<file path="src/rtl/div_seq.sv">
// rtl/div_seq.sv - radix-2 restoring divide/remainder sequencer for RV32M DIV/DIVU/REM/REMU
// Optional feature macro: DIV_FASTPATH_EN (skip the iteration loop for trivial operands)
module div_seq #(
    parameter int         XLEN     = 32,
    parameter logic [5:0] ALU_DIV  = 6'd20,
    parameter logic [5:0] ALU_DIVU = 6'd21,
    parameter logic [5:0] ALU_REM  = 6'd22,
    parameter logic [5:0] ALU_REMU = 6'd23
) (
    input  logic            clk,
    input  logic            rst_n,
    input  logic            start,
    input  logic [5:0]      alucode,
    input  logic [XLEN-1:0] op1,
    input  logic [XLEN-1:0] op2,
    input  logic            flush,
    output logic            busy,
    output logic            stall,
    output logic            valid,
    output logic [XLEN-1:0] result
);

    localparam int              CW      = $clog2(XLEN) + 1;
    localparam logic [XLEN-1:0] INT_MIN = {1'b1, {(XLEN-1){1'b0}}};

    typedef enum logic [1:0] {
        S_IDLE = 2'd0,
        S_PREP = 2'd1,
        S_RUN  = 2'd2,
        S_FIX  = 2'd3
    } state_t;

    state_t state_q, state_d;

    // Latched operation and iteration datapath
    logic [5:0]      code_q;
    logic [XLEN-1:0] op1_q, op2_q;
    logic [XLEN-1:0] dvs_q;
    logic [XLEN-1:0] rem_q, quo_q;
    logic [CW-1:0]   cnt_q;
    logic            qneg_q, rneg_q;
    logic            dz_q, ovf_q;

    // Registered outputs
    logic            busy_q, busy_d;
    logic            valid_q, valid_d;
    logic [XLEN-1:0] result_q, result_d;

    logic            in_is_div, accept;
    logic            op_signed, op_is_rem;
    logic            op1_neg, op2_neg;
    logic [XLEN-1:0] abs1, abs2;
    logic            dz_w, ovf_w, go_fast;
    logic [XLEN:0]   rem_sh;
    logic            trial_ge;
    logic [XLEN-1:0] trial_rem;
    logic [XLEN-1:0] quo_fix, rem_fix, fix_val;

    assign in_is_div = (alucode == ALU_DIV) || (alucode == ALU_DIVU) ||
                       (alucode == ALU_REM) || (alucode == ALU_REMU);
    assign accept    = (state_q == S_IDLE) && start && in_is_div && !flush;

    assign op_signed = (code_q == ALU_DIV) || (code_q == ALU_REM);
    assign op_is_rem = (code_q == ALU_REM) || (code_q == ALU_REMU);

    // Magnitudes; INT_MIN maps to itself, which is its correct unsigned magnitude
    assign op1_neg = op_signed && op1_q[XLEN-1];
    assign op2_neg = op_signed && op2_q[XLEN-1];
    assign abs1    = op1_neg ? (-op1_q) : op1_q;
    assign abs2    = op2_neg ? (-op2_q) : op2_q;

    assign dz_w  = (op2_q == '0);
    assign ovf_w = op_signed && (op1_q == INT_MIN) && (op2_q == '1);

`ifdef DIV_FASTPATH_EN
    assign go_fast = dz_w || ovf_w || (abs1 < abs2);
`else
    assign go_fast = 1'b0;
`endif

    // One restoring step: the shifted partial remainder needs XLEN+1 bits,
    // but after a successful subtract it always fits back in XLEN bits.
    assign rem_sh    = {rem_q, quo_q[XLEN-1]};
    assign trial_ge  = (rem_sh >= {1'b0, dvs_q});
    assign trial_rem = rem_sh[XLEN-1:0] - dvs_q;

    assign quo_fix = qneg_q ? (-quo_q) : quo_q;
    assign rem_fix = rneg_q ? (-rem_q) : rem_q;

    // Final value selection; RISC-V special cases override the raw datapath
    always_comb begin
        fix_val = op_is_rem ? rem_fix : quo_fix;
        if (dz_q) begin
            fix_val = op_is_rem ? op1_q : '1;
        end else if (ovf_q) begin
            fix_val = op_is_rem ? '0 : INT_MIN;
        end
    end

    // FSM state register
    always_ff @(posedge clk or negedge rst_n) begin
        if (!rst_n) begin
            state_q <= S_IDLE;
        end else begin
            state_q <= state_d;
        end
    end

    // FSM next state; flush wins over every transition
    always_comb begin
        state_d = state_q;
        case (state_q)
            S_IDLE: if (accept) state_d = S_PREP;
            S_PREP: state_d = go_fast ? S_FIX : S_RUN;
            S_RUN:  if (cnt_q == CW'(1)) state_d = S_FIX;
            S_FIX:  state_d = S_IDLE;
            default: state_d = S_IDLE;
        endcase
        if (flush) state_d = S_IDLE;
    end

    // FSM outputs: busy follows the next state, valid only from an unflushed FIX
    always_comb begin
        busy_d   = (state_d != S_IDLE);
        valid_d  = (state_q == S_FIX) && !flush;
        result_d = valid_d ? fix_val : result_q;
    end

    // Output registers
    always_ff @(posedge clk or negedge rst_n) begin
        if (!rst_n) begin
            busy_q   <= 1'b0;
            valid_q  <= 1'b0;
            result_q <= '0;
        end else begin
            busy_q   <= busy_d;
            valid_q  <= valid_d;
            result_q <= result_d;
        end
    end

    // Operand latch, pre-processing and iteration datapath
    always_ff @(posedge clk or negedge rst_n) begin
        if (!rst_n) begin
            code_q <= '0;
            op1_q  <= '0;
            op2_q  <= '0;
            dvs_q  <= '0;
            rem_q  <= '0;
            quo_q  <= '0;
            cnt_q  <= '0;
            qneg_q <= 1'b0;
            rneg_q <= 1'b0;
            dz_q   <= 1'b0;
            ovf_q  <= 1'b0;
        end else begin
            case (state_q)
                S_IDLE: begin
                    if (accept) begin
                        code_q <= alucode;
                        op1_q  <= op1;
                        op2_q  <= op2;
                    end
                end
                S_PREP: begin
                    qneg_q <= op1_neg ^ op2_neg;
                    rneg_q <= op1_neg;
                    dz_q   <= dz_w;
                    ovf_q  <= ovf_w;
                    dvs_q  <= abs2;
                    cnt_q  <= CW'(XLEN);
                    rem_q  <= go_fast ? abs1 : '0;
                    quo_q  <= go_fast ? '0 : abs1;
                end
                S_RUN: begin
                    rem_q <= trial_ge ? trial_rem : rem_sh[XLEN-1:0];
                    quo_q <= {quo_q[XLEN-2:0], trial_ge};
                    cnt_q <= cnt_q - CW'(1);
                end
                default: begin
                end
            endcase
        end
    end

    assign busy   = busy_q;
    assign valid  = valid_q;
    assign result = result_q;
    assign stall  = busy_q || (start && in_is_div && (state_q == S_IDLE));

endmodule

</file>
<file path="config.mk">
export PLATFORM = sky130hd
export DESIGN_NAME = div_seq
export DESIGN_NICKNAME = d
export VERILOG_FILES = /design/src/rtl/div_seq.sv
export SDC_FILE = /design/constraint.sdc
export NUM_CORES = 1
export LEC_CHECK = 0
export CAP_MARGIN = 20
export CORE_UTILIZATION = 30
export CTS_BUF_LIST = sky130_fd_sc_hd__clkbuf_4 sky130_fd_sc_hd__clkbuf_8
export DETAILED_ROUTE_END_ITERATION = 16
export SLEW_MARGIN = 20
export SYNTH_ARGS = -nofsm -noshare
export SYNTH_HDL_FRONTEND = slang
export SYNTH_SLANG_ARGS = --single-unit
</file>
<file path="constraint.sdc">
create_clock -name clk -period 3.9 [get_ports clk]
set_input_delay 0.78 -clock clk [delete_from_list [all_inputs] [get_ports clk]]
set_output_delay 0.78 -clock clk [all_outputs]
set_load 0.05 [all_outputs]
</file>
==> flow_metrics.env <==
export IMPL_postCtsSetupBuffers=0
export IMPL_overflow=0
export IMPL_grtUsageTotal=0.179
export IMPL_grt_pass1_wl_um=67000
export IMPL_setup_worst_path_start_class="flop"
export IMPL_busiest_layer="met2"
export IMPL_synth_compound_area_share=0.202
export IMPL_relSlewSlack=0.363
export IMPL_rsz0062_at_grt="false"
export IMPL_antenna_found_initial=0
export IMPL_p_sw_mw=3.28
export IMPL_power_frac_seq=0.381
export IMPL_ys_seq_area_frac=0.383
export IMPL_r2r_start="rem_q[8]"
export IMPL_place_congestion=0.944
export IMPL_wl_per_cell_um=18.5
export IMPL_ant_nets=0
export IMPL_hpwl_um=30800
export IMPL_vias_per_cell=5.34
export IMPL_ys_warn_count=0
export IMPL_post_synth_and_or_nand_nor_area_fraction=0.161
export IMPL_port_buffers=108
export IMPL_drive_gt1_frac=0.127
export IMPL_intPower_mw=5.38
export IMPL_syn_inst=1555
export IMPL_final_design_area_no_fill_um2=16600
export IMPL_swShare=0.379
export IMPL_route_detailed_drc=0
export IMPL_clock_skew_ns=0.0356
export IMPL_worst_pin_slew_ns=0.956
export IMPL_drt_initial_drc_count=1035
export IMPL_finalSetupViolations=0
export IMPL_synth_largest_area_cell="dfrtp_1"
export IMPL_grt_pass1_vias=11823
export IMPL_synth_xor_xnor_area_share=0.0904
export IMPL_synth_mux_area_frac=0.0788
export IMPL_cts_root_buf="clkbuf_8"
export IMPL_wl_um=42100
export IMPL_fin_util=0.364
export IMPL_cap_viol_max_count=0
export IMPL_p_per_area_nw_per_um2=522
export IMPL_diodes=0
export IMPL_async_reset_ff_frac=1.00
export IMPL_pin_count=109
export IMPL_syn_area_um2=13900
export IMPL_vias=12161
export IMPL_ys_seq_elements=212
export IMPL_power_mw=8.66
export IMPL_cts_sinks=212
export IMPL_place_area_um2=15700
export IMPL_synth_cell_types=81
export IMPL_row_count=78
export IMPL_r2r_end="rem_q[31]"
export IMPL_cp_max_fo=33
export IMPL_synthTopCellsByArea="dfrtp_1, mux2_2, xnor2_1, o21ai_0, nand2_1"
export IMPL_dr_pass1_iters=6
export IMPL_use_met3=0.0328
export IMPL_die_w_um=217
export IMPL_start_util=0.305
export IMPL_clock_path_buffers=3
export IMPL_status="completed"
export IMPL_clk_pin_slew_worst_paths_ns=0.06
export IMPL_die_area_um2=47100
export IMPL_synth_top_area_frac=0.383
export IMPL_syn_num_nets=1673
export IMPL_synth_edf_count=0
export IMPL_setup_tns_ns=0
export IMPL_ctsHoldBuffers=0
export IMPL_slew_viol_final=0
export IMPL_cts_tree="done"
export IMPL_synth_flop_cell="dfrtp_1"
export IMPL_max_clock_freq_mhz=291
export IMPL_ir_worst_vdd_uv=309
export IMPL_clock_power_share=0.288
export IMPL_r2r_cells=10
export IMPL_core_area_um2=45500
export IMPL_regToRegSetupSlack_ns=0.46
export IMPL_syn_to_final_growth_pct=19.5
export IMPL_grtUsageMet2=0.269
export IMPL_worstHoldPathType="input pin to asynchronous set/reset pin"
export IMPL_final_nets=1766
export IMPL_synth_top_family_by_area="compound AO/OA/AOI/OAI gates"
export IMPL_fin_crit_sh=0.882
export IMPL_syn_avg_cell_area_um2=8.91
export IMPL_p_leak_nw=7.11
export IMPL_worstSetupPathType="flop to flop"
export IMPL_hold_viol_final=0
export IMPL_grt_max_degree=87
export IMPL_grt_met1_usage=0.259
export IMPL_h_tree_depth=2
export IMPL_yosys_area_share_adder=0.0403
export IMPL_insertion_delay_ns=0.58
export IMPL_worstPathArrival_ns=3.90
export IMPL_numCtsBuffers=40
export IMPL_pwr_share_comb=0.332
export IMPL_ctsResizeCount=0
export IMPL_end_kind="flop"
export IMPL_fin_crit_ns=3.44
export IMPL_cp_required_ns=4.36
export IMPL_die_h_um=217
==> per-stage QoR <==
| stage | hold WS [ns] | instances | setup slack (ns) |
|---|---|---|---|
| 5_1_grt | 0.160 | 2279 | 0.162 |
| 3_5_place_dp | 0.447 | 2206 | 0.504 |
| 3_3_place_gp | 0.444 | 2206 | 0.555 |
| 4_1_cts | 0.138 | 2279 | 0.495 |
| 2_1_floorplan | 0.430 | 1555 | 1.09 |
| 6_report | 0.147 | 2279 | 0.459 |
==> cells in the final DEF (no fill, tap or decap), types with 40 or more instances in the layout <==
cell and instances:
inv_1 71, xor2_1 57, mux2_2 77, nand2_1 143
nand3_1 41, clkdlybuf4s50_1 106, o21ai_0 123, dfrtp_1 212
clkbuf_8 52, ha_1 40, xnor2_1 86, nor2_1 119
a21oi_1 99
==> cell type report <==
cell class	count	area, um^2
clock buffer	64	806
timing repair buffer	141	1370
fill	4694	28900
inverter	72	270
sequential	212	5310
tap	600	751
multi-input combinational	1181	7970
clock inverter	9	103
==> routing by layer <==
layer | up-vias | share of wire
met1 | 5884 | 0.48
met5 | - | 0
met2 | 410 | 0.43
met4 | 0 | 0.025
met3 | 78 | 0.070
li1 | 5789 | -
==> worst max-delay path by stage <==
stage,startpoint,endpoint
3_3_place_gp,rem_q[6],rem_q[29]
5_1_grt,rem_q[6],rem_q[29]
3_5_place_dp,rem_q[6],rem_q[29]
4_1_cts,rem_q[6],rem_q[29]
6_report,rem_q[8],rem_q[31]
2_1_floorplan,rem_q[6],rem_q[17]
==> registers in the layout (all words and copies together), names as in the netlist, 2 cells and up <==
register and cells:
rem_q 32, code_q 6, op1_q 32, dvs_q 32, result 32, quo_q 32, op2_q 32, cnt_q 6
state_q 2
==> cell families after synthesis <==
| kind of cell | Yosys count |
|---|---|
| fa+ha+maj | 44 |
| flops | 212 |
| buf+inv | 162 |
| mux | 99 |
| compound gates | 433 |
| simple gates | 462 |
| xor+xnor | 143 |
==> synth_stat cells (8+ instances only) <==
| cell type | instances |
|---|---|
| nor2_1 | 120 |
| nand3_1 | 41 |
| nand4_1 | 18 |
| ha_1 | 43 |
| clkbuf_1 | 80 |
| or3_1 | 13 |
| o21ai_0 | 123 |
| inv_1 | 71 |
| nor4_1 | 12 |
| xnor2_1 | 86 |
| mux2i_1 | 21 |
| o31ai_1 | 30 |
| o21a_1 | 10 |
| and2_1 | 8 |
| dfrtp_1 | 212 |
| nor3_1 | 31 |
| nor2b_1 | 20 |
| a31oi_1 | 20 |
| nand2b_1 | 9 |
| nand2_1 | 144 |
| a21o_1 | 13 |
| xor2_1 | 57 |
| o22ai_1 | 15 |
| o211ai_1 | 24 |
| mux2_2 | 77 |
| a21oi_1 | 99 |
| a221o_1 | 14 |
| and3_1 | 13 |
==> critical path, stage by stage (launching register included) <==
cell	delay, ns
dfrtp_1	0.49
ha_1	0.45
nand4_1	0.23
nor3_1	0.23
o31ai_1	0.16
a21oi_2	0.31
o211ai_1	0.31
o31ai_4	0.40
buf_12	0.27
nand2_1	0.19
o221ai_1	0.28
==> power groups by stage <==
| stage | clock [mW] | sequential (mW) | combinational (mW) |
|---|---|---|---|
| 4_1_cts | 2.54 | 3.28 | 2.85 |
| 2_1_floorplan | 0 | 3.14 | 2.09 |
| 3_3_place_gp | 0 | 3.30 | 2.81 |
| 3_5_place_dp | 0 | 3.32 | 2.83 |
| 6_report | 2.49 | 3.30 | 2.87 |
| 5_1_grt | 2.65 | 3.38 | 3.18 |
Note: power is estimated with default switching activity, not from simulation.
